<file path="src/rtl/fifo_sync_flags_if.sv">
// Handshake bundle for fifo_sync_flags.
// The producer/consumer side uses the master modport and the FIFO uses the slave modport.
interface fifo_sync_flags_if #(
  parameter int DATA_WIDTH = 8,
  parameter int PTR_WIDTH  = 3
);
  logic                  w_en;
  logic                  r_en;
  logic [DATA_WIDTH-1:0] data_in;
  logic [DATA_WIDTH-1:0] data_out;
  logic                  full;
  logic                  empty;
  logic                  almost_full;
  logic                  almost_empty;
  logic [PTR_WIDTH:0]    fill_level;
  logic                  overflow;
  logic                  underflow;

  modport master (
    output w_en, r_en, data_in,
    input  data_out, full, empty, almost_full, almost_empty, fill_level, overflow, underflow
  );

  modport slave (
    input  w_en, r_en, data_in,
    output data_out, full, empty, almost_full, almost_empty, fill_level, overflow, underflow
  );
endinterface

</file>
<file path="src/rtl/fifo_sync_flags.sv">
// Single-clock FIFO with level count, almost-full/almost-empty thresholds and overflow/underflow pulses.
// Define FIFO_SYNC_FWFT_EN for first-word-fall-through reads; otherwise data_out is registered on each accepted read.
module fifo_sync_flags #(
  parameter int DATA_WIDTH    = 8,
  parameter int DEPTH         = 8,
  parameter int PTR_WIDTH     = 3,
  parameter int AFULL_THRESH  = 6,
  parameter int AEMPTY_THRESH = 2
) (
  input  logic            clk,
  input  logic            rst,
  fifo_sync_flags_if.slave bus
);
  localparam logic [PTR_WIDTH:0] PTR_ONE    = (PTR_WIDTH+1)'(1);
  localparam logic [PTR_WIDTH:0] AFULL_LVL  = (PTR_WIDTH+1)'(AFULL_THRESH);
  localparam logic [PTR_WIDTH:0] AEMPTY_LVL = (PTR_WIDTH+1)'(AEMPTY_THRESH);

  logic [DATA_WIDTH-1:0] mem_r [DEPTH];
  logic [PTR_WIDTH:0]    wptr_r;
  logic [PTR_WIDTH:0]    rptr_r;
  logic                  overflow_r;
  logic                  underflow_r;

  logic [PTR_WIDTH:0]    level_s;
  logic                  full_s;
  logic                  empty_s;
  logic                  wa_s;
  logic                  ra_s;

  // Flag decode and acceptance; both are judged on the pre-edge pointers only.
  always_comb begin
    level_s = wptr_r - rptr_r;
    full_s  = (wptr_r[PTR_WIDTH] != rptr_r[PTR_WIDTH]) &&
              (wptr_r[PTR_WIDTH-1:0] == rptr_r[PTR_WIDTH-1:0]);
    empty_s = (wptr_r == rptr_r);
    wa_s    = bus.w_en && !full_s;
    ra_s    = bus.r_en && !empty_s;
  end

  // Pointer and error-pulse registers; reset wins over any request in the same cycle.
  always_ff @(posedge clk) begin
    if (rst) begin
      wptr_r      <= '0;
      rptr_r      <= '0;
      overflow_r  <= 1'b0;
      underflow_r <= 1'b0;
    end else begin
      if (wa_s) begin
        wptr_r <= wptr_r + PTR_ONE;
      end
      if (ra_s) begin
        rptr_r <= rptr_r + PTR_ONE;
      end
      overflow_r  <= bus.w_en && full_s;
      underflow_r <= bus.r_en && empty_s;
    end
  end

  // Storage array; contents are never cleared since reset discards them via the pointers.
  always_ff @(posedge clk) begin
    if (wa_s && !rst) begin
      mem_r[wptr_r[PTR_WIDTH-1:0]] <= bus.data_in;
    end
  end

`ifdef FIFO_SYNC_FWFT_EN
  // Head word is presented directly; meaningless while empty.
  assign bus.data_out = mem_r[rptr_r[PTR_WIDTH-1:0]];
`else
  logic [DATA_WIDTH-1:0] dout_r;

  // Read data register; holds its value on idle cycles and rejected reads.
  always_ff @(posedge clk) begin
    if (rst) begin
      dout_r <= '0;
    end else if (ra_s) begin
      dout_r <= mem_r[rptr_r[PTR_WIDTH-1:0]];
    end
  end

  assign bus.data_out = dout_r;
`endif

  assign bus.full         = full_s;
  assign bus.empty        = empty_s;
  assign bus.fill_level   = level_s;
  assign bus.almost_full  = (level_s >= AFULL_LVL);
  assign bus.almost_empty = (level_s <= AEMPTY_LVL);
  assign bus.overflow     = overflow_r;
  assign bus.underflow    = underflow_r;
endmodule
</file>
<file path="src/flat_wrapper.sv">
// flat-port wrapper written by rule: the top's interface ports become plain ports
module fifo_sync_flags_flat 
#(
  parameter int DATA_WIDTH    = 8,
  parameter int DEPTH         = 8,
  parameter int PTR_WIDTH     = 3,
  parameter int AFULL_THRESH  = 6,
  parameter int AEMPTY_THRESH = 2
)
  (clk, rst, bus_w_en, bus_r_en, bus_data_in, bus_data_out, bus_full, bus_empty, bus_almost_full, bus_almost_empty, bus_fill_level, bus_overflow, bus_underflow);
  fifo_sync_flags_if #(.DATA_WIDTH(DATA_WIDTH), .PTR_WIDTH(PTR_WIDTH)) bus_i ();
  input  logic clk;
  input  logic rst;
  input wire logic [$bits(bus_i.w_en)-1:0] bus_w_en;
  input wire logic [$bits(bus_i.r_en)-1:0] bus_r_en;
  input wire logic [$bits(bus_i.data_in)-1:0] bus_data_in;
  output wire logic [$bits(bus_i.data_out)-1:0] bus_data_out;
  output wire logic [$bits(bus_i.full)-1:0] bus_full;
  output wire logic [$bits(bus_i.empty)-1:0] bus_empty;
  output wire logic [$bits(bus_i.almost_full)-1:0] bus_almost_full;
  output wire logic [$bits(bus_i.almost_empty)-1:0] bus_almost_empty;
  output wire logic [$bits(bus_i.fill_level)-1:0] bus_fill_level;
  output wire logic [$bits(bus_i.overflow)-1:0] bus_overflow;
  output wire logic [$bits(bus_i.underflow)-1:0] bus_underflow;
  assign bus_i.w_en = bus_w_en;
  assign bus_i.r_en = bus_r_en;
  assign bus_i.data_in = bus_data_in;
  assign bus_data_out = bus_i.data_out;
  assign bus_full = bus_i.full;
  assign bus_empty = bus_i.empty;
  assign bus_almost_full = bus_i.almost_full;
  assign bus_almost_empty = bus_i.almost_empty;
  assign bus_fill_level = bus_i.fill_level;
  assign bus_overflow = bus_i.overflow;
  assign bus_underflow = bus_i.underflow;
  fifo_sync_flags #(.DATA_WIDTH(DATA_WIDTH), .DEPTH(DEPTH), .PTR_WIDTH(PTR_WIDTH), .AFULL_THRESH(AFULL_THRESH), .AEMPTY_THRESH(AEMPTY_THRESH)) u_core (.clk(clk), .rst(rst), .bus(bus_i));
endmodule
</file>
<file path="config.mk">
export PLATFORM = sky130hd
export DESIGN_NAME = fifo_sync_flags_flat
export DESIGN_NICKNAME = d
export VERILOG_FILES = /design/src/rtl/fifo_sync_flags_if.sv /design/src/rtl/fifo_sync_flags.sv /design/src/flat_wrapper.sv
export SDC_FILE = /design/constraint.sdc
export NUM_CORES = 1
export LEC_CHECK = 0
export ABC_AREA = 1
export BUFFER_PORTS_ARGS = -buffer_cell sky130_fd_sc_hd__buf_2
export CELL_PAD_IN_SITES_DETAIL_PLACEMENT = 0
export CELL_PAD_IN_SITES_GLOBAL_PLACEMENT = 1
export CORE_UTILIZATION = 47
export DETAILED_ROUTE_END_ITERATION = 8
export PLACE_DENSITY_LB_ADDON = 0.1
export SYNTH_ARGS = -nofsm -noshare
export SYNTH_HDL_FRONTEND = slang
export SYNTH_SLANG_ARGS = --single-unit
export TNS_END_PERCENT = 50
</file>
<file path="constraint.sdc">
create_clock -name clk -period 3.4 [get_ports clk]
set_clock_uncertainty 0.05 [all_clocks]
set_input_delay 1.02 -clock clk [delete_from_list [all_inputs] [get_ports clk]]
set_output_delay 1.02 -clock clk [all_outputs]
set_load 0.005 [all_outputs]
</file>
Word-level counts from Yosys, hierarchy flattened --
Memory sizes are Yosys's and may differ from the RTL's. A register that Yosys moved wholly into a read port is not among the register bits. Cells that the tools add are included. Widths: inputs -> output; s select.
Word-level totals: input bits 12, register bits 10, word-level logic and storage cells 24, output and inout bits 18, bits in read-only memories 0, memory bits (writable) 64, memories kept 1, latch bits 0
Memory list:
- u_core.mem_r | depth 8, bits a word 8, read ports 1, clocked after memory_dff 1, wr ports 1, line fifo_sync_flags.sv:18 | logic [DATA_WIDTH-1:0] mem_r [DEPTH];
Operators by class: magnitude comparators 2, mux-type cells 2, multiply operators 0, reductions and logical operators 9, equality and inequality tests 3, add/subtract/negate cells 3, divide/modulo/power cells 0, bitwise gates (word level) 0, shift operators 0
Operators by type and width (count):
- $add 4x1->4 const B | 2
- $logic_and 1x1->1 | 6
- $eq 4x4->1 | 1
- $ge 4x3->1 const B | 1
- $le 4x2->1 const B | 1
- $sub 4x4->4 | 1
- $eq 3x3->1 | 1
- $logic_not 1->1 | 3
- $mux 1 | 2
- $ne 1x1->1 | 1

Depth between registers and ports, before layout --
Gate-level depths: netlist of run 1.
depth in word-level cells 7, gate-level depth with buffers 11, gate-level depth less buffers 9

Worst setup path after synthesis of run 1 --
OpenSTA, ideal clock, no wires.
kind reg2out, start register u_core.rptr_r[1], end output bus_almost_full, buffers on the path 2, path slack 645 ps, cell stages (with the launch flop) 9, arrival 1685 ps, required time 2330 ps, path through dfxtp_1 > buf_2 > inv_2 > buf_4 > ha_1 > nand2_1 > o21ai_0 > xor2_1 > or2_1
Between the ends: word-level cells in the longest chain between the ends 2
Ends and longest elaborated chain:
- from (decl) | line fifo_sync_flags.sv:20 | logic [PTR_WIDTH:0] rptr_r;
- from (signal assigned) | line fifo_sync_flags.sv:52 | rptr_r <= rptr_r + PTR_ONE;
- $sub 4x4->4 | line fifo_sync_flags.sv:32 | level_s = wptr_r - rptr_r;
- via bus_fill_level[3] | line flat_wrapper.sv:22 | output wire logic [$bits(bus_i.fill_level)-1:0] bus_fill_level;
- $ge 4x3->1 | line fifo_sync_flags.sv:87 | assign bus.almost_full = (level_s >= AFULL_LVL);
- to (decl) | line flat_wrapper.sv:20 | output wire logic [$bits(bus_i.almost_full)-1:0] bus_almost_full;
The timed path passes the listed nets, and every way through them passes these cells.

Worst setup path in the final report of run 1 --
start register u_core.wptr_r[0], end output bus_almost_full
Between the ends: word-level cells in the longest chain between the ends 2
Ends and longest elaborated chain:
- from (decl) | line fifo_sync_flags.sv:19 | logic [PTR_WIDTH:0] wptr_r;
- from (signal assigned) | line fifo_sync_flags.sv:49 | wptr_r <= wptr_r + PTR_ONE;
- $sub 4x4->4 | line fifo_sync_flags.sv:32
- $ge 4x3->1 | line fifo_sync_flags.sv:87
Every way passes these cells.

==> reports/results.ini, run 1 <==
[status]
outcome = finished with violations
violations = design-rule violations

[placement]
dp_hpwl_mm = 4.996
place_inst = 508
routabilityCongestion = 0.7713
io_buffers = 29

[synthesis]
ys_ff_latch = 82
mappedNetlistArea_um2 = 3739
yosys_warnings = 0
synth_seq_area_share_pct = 61.04
synthTopCellsByArea = edfxtp_1 51%, dfxtp_1 9.6%, nand2_1 9.4%
synth.avg_cell_area_um2 = 9.996
ys_types = 27
yosys.area.top_type_share_pct = 51.41
postSynthNetCount = 392
synth_area_leader_cell = edfxtp_1
netlist_instances = 374

[floorplanning]
start_util_pct = 48.38
io_pins = 30
die_w_um = 91.19
die_h_um = 91.19
core_um2 = 7727
dieArea_um2 = 8315
num_rows = 32

[global_routing]
gr-total-overflow = 0
grt_antenna_before_repair = 0
grt_pass1_wl_mm = 12.32
grt_start_max_net_pins = 36
grt_pass1_vias = 2299
grt_usage_pct = 20.10

[route]
firstDrtPassIters = 6
drc = 1
vias = 2498
wl_mm = 7.698
via_per_inst = 4.767
detail_route.wl_per_cell_um = 14.69
drt_iter0_markers = 111
ant_nets = 0

[clock_tree]
clk_latency_ps = 340
cts_buffer_depth = 2
cts-resized-gates = 0
cts_buffers = 9
post-cts-setup-buffers = 0
clock-sinks = 82
holdBufCountCts = 0
tritoncts = done
cts_root_buffer = clkbuf_8
cts_max_level = 3
clk_pin_slew_ps = 80

[finish]
fin_nets = 435
drive_above_1_share_pct = 21.33
synthToLayoutAreaGrowth_pct = 13.39
antenna-diode-count = 0
fin_cells = 524
fill_cells = 691

[setup_path]
worst_setup_path_start_kind = register
reg2regPathDepth = 10
crit_fanout = 6
timing.rr.start = u_core.wptr_r[0]
cp-endpoint = bus_almost_full
regToRegSetupSlack_ps = 1190
end_kind = primary output
criticalPathCategory = register to primary output
cp_data_arrival_time_ps = 2130
worstSetupStartpoint = u_core.wptr_r[0]
cp_data_required_time_ps = 2330
worstReg2RegEnd = u_core.mem_r[4][0]

[sta]
hold_viol_final = 0
maxSlewViolCount = 0
min_period_ps = 3197
worst_hold_slack_ps = 416.0
slew_headroom_pct = 60.11
rsz0062_at_grt = no
finalSetupViolations = 0
tns_ps = 0
fmax_mhz = 312.8
worst_slew_pin_slew_ps = 597.4
fin_crit_sh_pct = 94.02

[pwr]
finalPower_mw = 2.253
leakage_nw = 1.862
powerDensity_nw_per_um2 = 531.6
vdd_drop_max_mv = 0.3249

[worst_hold_path]
min_path_type = register to register

[run]
drv_cap = 0

## Yosys cell counts
cell      number
a21oi_1        8
a21oi_2        8
buf_2         10
buf_4          2
buf_8          1
clkinv_1       2
clkinv_2       1
dfxtp_1       18
edfxtp_1      64
fa_1           1
ha_1           5
inv_1         60
inv_2          2
inv_8          1
nand2_1       94
nand2_2       10
nand2_4        5
nand3_1       50
nand3_2        1
nor2_1        14
nor2_4         1
nor2_8         2
nor4_1         1
o21ai_0        7
or2_1          1
xnor2_1        1
xor2_1         4
## routing by layer
| layer | share of wire, % | GRT usage [%] | vias to the layer above | wire length [um] |
|---|---|---|---|---|
| met5 | 0 | 0 | - | 0 |
| met4 | 0.82 | 6.349 | 0 | 63 |
| met3 | 4.5 | 3.769 | 7 | 346 |
| met2 | 47 | 31.88 | 56 | 3610 |
| met1 | 48 | 28.04 | 1152 | 3677 |
| li1 | - | - | 1283 | - |
## registers in the layout, summed over array words and instances, names as in the netlist
signal,cells
u_core.mem_r,64
u_core.wptr_r,4
u_core.rptr_r,4
u_core.bus.overflow,1
u_core.bus.underflow,1
u_core.bus.data_out,8
## kinds of logic (layout without fill, tap and decap cells)
kind of cell	after synthesis	in the layout	synth area share [%]
buf+inv	79	127	9.003
fa+ha+maj	6	6	2.209
compound gates	23	23	3.882
flops	82	82	61.04
xor+xnor	5	5	1.171
simple gates	179	179	22.69
## power by group
part           switching, mW  internal [mW]
Sequential            0.0197           1.11
Clock                  0.344          0.340
Combinational          0.280          0.157
Total                  0.644           1.61
## how the worst min path moves through the flow
stage                      startpoint                endpoint  slack [ps]  cells past startpoint
6_report       u_core.bus.data_out[7]  u_core.bus.data_out[7]         420                      2
3_3_place_gp   u_core.bus.data_out[7]  u_core.bus.data_out[7]         400                      2
3_5_place_dp   u_core.bus.data_out[7]  u_core.bus.data_out[7]         400                      2
4_1_cts        u_core.bus.data_out[7]  u_core.bus.data_out[7]         420                      2
5_1_grt        u_core.bus.data_out[6]  u_core.bus.data_out[6]         440                      2
2_1_floorplan  u_core.bus.data_out[7]  u_core.bus.data_out[7]         410                      2
## worst max-delay path, stage by stage, from the launching register on
cell	delay, ps
dfxtp_1	450
inv_1	130
ha_1	240
fa_1	390
xnor2_1	150
inv_1	70
nor2_1	30
or2_1	210
buf_2	120
## layout make-up
class / count / area (um^2) / share of cell area [%]
Timing Repair Buffer: 45 / 265.3 / 6.257
Clock inverter: 5 / 56.30 / 1.328
Clock buffer: 11 / 131.4 / 3.099
Inverter: 66 / 256.5 / 6.051
Sequential cell: 82 / 2282 / 53.84
Tap cell: 102 / 127.6 / 3.011
Multi-Input combinational cell: 213 / 1120 / 26.42
## cells in the final DEF, fill, tap and decap left out
cell and instances:
xor2_1 4, nand2_4 5, clkbuf_1 2, clkinvlp_4 1, nor2_4 1, inv_8 1, clkinv_2 3, bufinv_16 1
o21ai_0 7, ha_1 5, nor2_1 14, a21oi_2 8, nand2_2 10, nand2_1 94, xnor2_1 1, buf_4 16
nand3_2 1, fa_1 1, a21oi_1 8, buf_2 29, inv_2 2, or2_1 1, clkinv_1 2, inv_1 60
nor4_1 1, edfxtp_1 64, inv_6 1, nand3_1 50, dfxtp_1 18, nor2_8 2, clkbuf_8 9
## per-stage QoR
stage	utilization [%]	cell area [um^2]	setup WS [ps]
after floorplan	-	3739	644.8
after global placement	52.43	4051	614.2
after detailed placement	52.43	4051	563.5
after CTS	54.86	4239	184.6
after global routing	54.86	4239	88.48
final	54.86	4239	203.4
Note: power is estimated with default switching activity, not from simulation.
==> run 2, diff against run 1 <==
--- a/config.mk
+++ b/config.mk
@@ -7,11 +7,9 @@
 export LEC_CHECK = 0
 export ABC_AREA = 1
 export BUFFER_PORTS_ARGS = -buffer_cell sky130_fd_sc_hd__buf_2
-export CELL_PAD_IN_SITES_DETAIL_PLACEMENT = 0
-export CELL_PAD_IN_SITES_GLOBAL_PLACEMENT = 1
-export CORE_UTILIZATION = 47
+export CORE_UTILIZATION = 50
 export DETAILED_ROUTE_END_ITERATION = 8
-export PLACE_DENSITY_LB_ADDON = 0.1
+export PLACE_DENSITY = 0.8
 export SYNTH_ARGS = -nofsm -noshare
 export SYNTH_HDL_FRONTEND = slang
 export SYNTH_SLANG_ARGS = --single-unit
==> run 2 against run 1 <==
Net effect: worst hold slack about the same; count of clock-buffer cells in the layout up 2; cell count down 1.3%; via count up 3.8%; first-iteration DRC count up 45%; utilization up 2.9 points; sequential power about the same; combinational power about the same; total power down 2.5%; clock power down 7.9%; the flow now finishes without violations; sequential cell count unchanged; highest routed layer unchanged.
==> reports/results.ini, run 2 (synthesized netlist as in run 1, its figures left out) <==
[global_routing]
grt_pass1_wl_mm = 11.94
grt_start_max_net_pins = 36
grt_pass1_vias = 2451
grt_usage_pct = 21.33
grt_antenna_before_repair = 0
gr-total-overflow = 0

[route]
wl_mm = 7.521
via_per_inst = 5.015
ant_nets = 0
drt_iter0_markers = 161
detail_route.wl_per_cell_um = 14.55
vias = 2593
drc = 0
firstDrtPassIters = 4

[floorplanning]
die_w_um = 88.47
core_um2 = 7253
num_rows = 31
io_pins = 30
start_util_pct = 51.54
dieArea_um2 = 7827
die_h_um = 88.47

[setup_path]
critical_path.max_stage_delay_ps = 470
crit_fanout = 6
criticalPathCategory = register to primary output
path_buf_inv = 3
cp_cell_sequence = inv_1 -> ha_1 -> fa_1 -> xnor2_1 -> inv_1 -> nor2_1 -> or2_1 -> buf_2
cp_slowest_cell = dfxtp_1
crit_family = adder cells
cp_data_required_time_ps = 2330
end_kind = primary output
crit_top_cell = inv_1
worst_setup_path_start_kind = register
cp_data_arrival_time_ps = 2150

[placement]
dp_slack_ps = 557.6
routabilityCongestion = 0.7772
dp_hpwl_mm = 4.975
io_buffers = 29
dpl_cell_area_um2 = 4018

[sta]
finalSetupViolations = 0
fmax_mhz = 310.3
maxSlewViolCount = 0
min_period_ps = 3222
fin_crit_sh_pct = 94.77
worst_slew_pin_slew_ps = 567.8
tns_ps = 0
hold_viol_final = 0
finalWorstSetupSlack_ps = 177.7
slew_headroom_pct = 62.09
rsz0062_at_grt = no

[run]
drv_cap = 0

[pwr]
internal-power_mw = 1.568
p_sw_share_pct = 28.63
clkPwrFrac_pct = 28.6
vdd_drop_max_mv = 0.2555
seq_power_share_pct = 51.6
power_switching_mw = 0.6292
leakage_nw = 1.841
pwr-share-comb_pct = 19.8
powerDensity_nw_per_um2 = 524.3

[finish]
antenna-diode-count = 0
synthToLayoutAreaGrowth_pct = 12.12
final_cell_mix = 94 x nand2_1, 64 x edfxtp_1, 60 x inv_1, 50 x nand3_1, 29 x buf_2
fin_nets = 431
design_area_um2 = 4192
drive_above_1_share_pct = 20.57
largest_reg_flops = 64
mostFrequentLayoutCell = nand2_1
fin_util_pct = 57.79

[clock_tree]
post-cts-setup-buffers = 0
cts-resized-gates = 0
cts_max_level = 3
holdBufCountCts = 0
cts_buffer_depth = 2
clk_latency_ps = 350
cts_buffers = 9
cts_root_buffer = clkbuf_8
tritoncts = done
clk_pin_slew_ps = 80
clock-sinks = 82

[status]
outcome = finished, final reports clean

[worst_hold_path]
min_path_type = register to register

[run 2: cell count changes in the layout (fill, tap and decap cells not counted)]
cell | before | now
buf_4 | 16 | 12
clkbuf_8 | 9 | 11
bufinv_16 | 1 | 0
clkinv_2 | 3 | 4
clkinvlp_4 | 1 | 0
inv_6 | 1 | 0
[run 2: worst register-to-register path, delay by kind of cell, from the launching register on]
kind          cells  cell delay, ps
simple gates      6             930
flops             1             470
buf+inv           3             440
fa+ha+maj         1             340
[run 2: cell type report]
| type | count | area (um^2) |
|---|---|---|
| Clock buffer | 13 | 158.9 |
| Clock inverter | 3 | 15.01 |
| Fill cell | 642 | 3062 |
| Inverter | 66 | 256.5 |
| Multi-Input combinational cell | 213 | 1120 |
| Sequential cell | 82 | 2282 |
| Tap cell | 99 | 123.9 |
| Timing Repair Buffer | 41 | 235.2 |
[run 2: path summary, 6_finish.rpt]
path	startpoint	end	slack, ps	depth (start not counted)
setup reg to reg	u_core.wptr_r[0]	u_core.mem_r[4][3]	890	10
hold / removal	u_core.bus.data_out[7]	u_core.bus.data_out[7]	420	2
hold reg to reg	u_core.bus.data_out[7]	u_core.bus.data_out[7]	420	2
setup / recovery	u_core.wptr_r[0]	bus_almost_full	180	8
[run 2: routing by layer]
metal / part of all wire (%) / track usage [%]
met1: 45 / 28.76
met2: 48 / 33.64
met3: 5.8 / 4.104
met4: 1.9 / 9.824
met5: 0 / 0
[run 2: power groups by stage]
stage / Combinational, mW / Clock, mW / Sequential [mW]
CTS: 0.435 / 0.639 / 1.13
global placement: 0.422 / 0 / 1.15
finish: 0.435 / 0.630 / 1.13
global route: 0.491 / 0.682 / 1.14
floorplan: 0.305 / 0 / 1.16
detailed placement: 0.433 / 0 / 1.16
[run 2: stage by stage]
step | hold WS (ps) | power [mW] | std cells
2_1_floorplan | 410.1 | 1.462 | 374
3_3_place_gp | 401.6 | 1.576 | 501
3_5_place_dp | 408.3 | 1.589 | 501
4_1_cts | 419.9 | 2.207 | 517
5_1_grt | 442.4 | 2.310 | 517
6_report | 416.3 | 2.198 | 517
==> run 3, diff against run 2 <==
--- a/config.mk
+++ b/config.mk
@@ -7,9 +7,9 @@
 export LEC_CHECK = 0
 export ABC_AREA = 1
 export BUFFER_PORTS_ARGS = -buffer_cell sky130_fd_sc_hd__buf_2
-export CORE_UTILIZATION = 50
+export CORE_UTILIZATION = 55
 export DETAILED_ROUTE_END_ITERATION = 8
-export PLACE_DENSITY = 0.8
+export PLACE_DENSITY = 0.86
 export SYNTH_ARGS = -nofsm -noshare
 export SYNTH_HDL_FRONTEND = slang
 export SYNTH_SLANG_ARGS = --single-unit
==> run 3 against run 2 <==
Net effect: the flow now finishes with violations (design-rule violations); sequential power about the same; clock power up 10%; worst hold slack improved by 1.5 ps; count of clock-buffer cells in the layout down 4; setup slack got worse by 2.3 ps; register-to-register slack improved by 300 ps; sequential share of layout area about the same; die area decreased by 8.9%; global-route usage increased by 1.5 points; utilization is 7.1 points higher; largest power group unchanged.
==> reports/results.ini, run 3 (synthesized netlist as in run 1, its figures left out) <==
[status]
outcome = finished with violations
violations = design-rule violations

[clock_tree]
cts_buffers = 9
cts-resized-gates = 0
clk_latency_ps = 360
cts_root_buffer = clkbuf_8
holdBufCountCts = 0
cts_max_level = 3
clock-sinks = 82
cts_buffer_depth = 2
tritoncts = done
post-cts-setup-buffers = 0
clk_pin_slew_ps = 80

[route]
ant_nets = 0
via_per_inst = 5.162
firstDrtPassIters = 7
wl_mm = 7.263
drc = 3
vias = 2555
detail_route.wl_per_cell_um = 14.67
drt_iter0_markers = 189

[placement]
dp_hpwl_mm = 4.758
dp_slack_ps = 567.6
routabilityCongestion = 0.8688
io_buffers = 29
dpl_cell_area_um2 = 3990

[setup_path]
path_buf_inv = 3
cp_cell_sequence = inv_1 -> ha_1 -> fa_1 -> xnor2_1 -> inv_1 -> nor2_1 -> or2_1 -> buf_2
crit_top_cell = inv_1
crit_fanout = 6
critical_path.max_stage_delay_ps = 470
criticalPathCategory = register to primary output
end_kind = primary output
cp_data_arrival_time_ps = 2150
worst_setup_path_start_kind = register
cp_slowest_cell = dfxtp_1
crit_family = adder cells
cp_data_required_time_ps = 2330

[global_routing]
grt_antenna_before_repair = 0
grt_usage_pct = 22.82
grt_pass1_wl_mm = 11.96
gr-total-overflow = 0
grt_start_max_net_pins = 36
grt_pass1_vias = 2523

[finish]
fin_nets = 431
largest_reg_flops = 64
design_area_um2 = 4189
synthToLayoutAreaGrowth_pct = 12.05
final_cell_mix = 94 x nand2_1, 64 x edfxtp_1, 60 x inv_1, 50 x nand3_1, 29 x buf_2
antenna-diode-count = 0
drive_above_1_share_pct = 20.81
fill_cells = 502
mostFrequentLayoutCell = nand2_1

[floorplanning]
core_um2 = 6459
num_rows = 29
start_util_pct = 57.88
dieArea_um2 = 7131
die_w_um = 84.45
die_h_um = 84.45
io_pins = 30

[sta]
hold_viol_final = 0
rsz0062_at_grt = no
tns_ps = 0
maxSlewViolCount = 0
fmax_mhz = 310.1
finalWorstSetupSlack_ps = 175.4
worst_hold_slack_ps = 417.9
finalSetupViolations = 0
worst_slew_pin_slew_ps = 561.1
slew_headroom_pct = 62.54
fin_crit_sh_pct = 94.84
min_period_ps = 3225

[worst_hold_path]
min_path_type = register to register

[pwr]
vdd_drop_max_mv = 0.3773
powerDensity_nw_per_um2 = 539.6
leakage_nw = 1.842
finalPower_mw = 2.260

[run]
drv_cap = 0

-- run 3: final cells by class --
type	count	area, um^2	share of cell area, %
clock buffers	9	123.9	2.957
clock inverters	7	75.07	1.792
inverters	66	256.5	6.123
multi-input cells	213	1120	26.73
flip-flops and latches	82	2282	54.48
well taps	77	96.34	2.300
repair buffers	41	235.2	5.615
-- run 3: report_power, final --
part           switching, mW  internal (mW)
registers             0.0200           1.11
logic                  0.279          0.154
clock network          0.352          0.342
-- run 3: metal layers --
metal  track usage (%)  wire, um
met5                 0         0
met4             11.86       138
met3             6.981       581
met2             36.07      3596
met1             28.60      2947
-- run 3: worst paths after layout --
| path | startpoint | end | slack, ps | cells past startpoint |
|---|---|---|---|---|
| worst max register to register | u_core.rptr_r[1] | u_core.mem_r[2][5] | 1190 | 10 |
| worst min-delay path | u_core.bus.data_out[7] | u_core.bus.data_out[7] | 420 | 2 |
| worst min register to register | u_core.bus.data_out[7] | u_core.bus.data_out[7] | 420 | 2 |
| worst max-delay path | u_core.wptr_r[0] | bus_almost_full | 180 | 8 |
-- run 3: worst register-to-register path: cells and delay by family, from the launching register on --
family | cells | cell delay (ps)
DFF | 1 | 400
buffers and inverters | 3 | 440
and+or+nand+nor | 6 | 630
adders and majority gates | 1 | 380
-- run 3: metrics by stage --
stage / instances / util (%)
after CTS: 495 / 64.86
after floorplan: 374 / -
after global routing: 495 / 64.86
after detailed placement: 479 / 61.78
final: 495 / 64.86
after global placement: 479 / 61.78
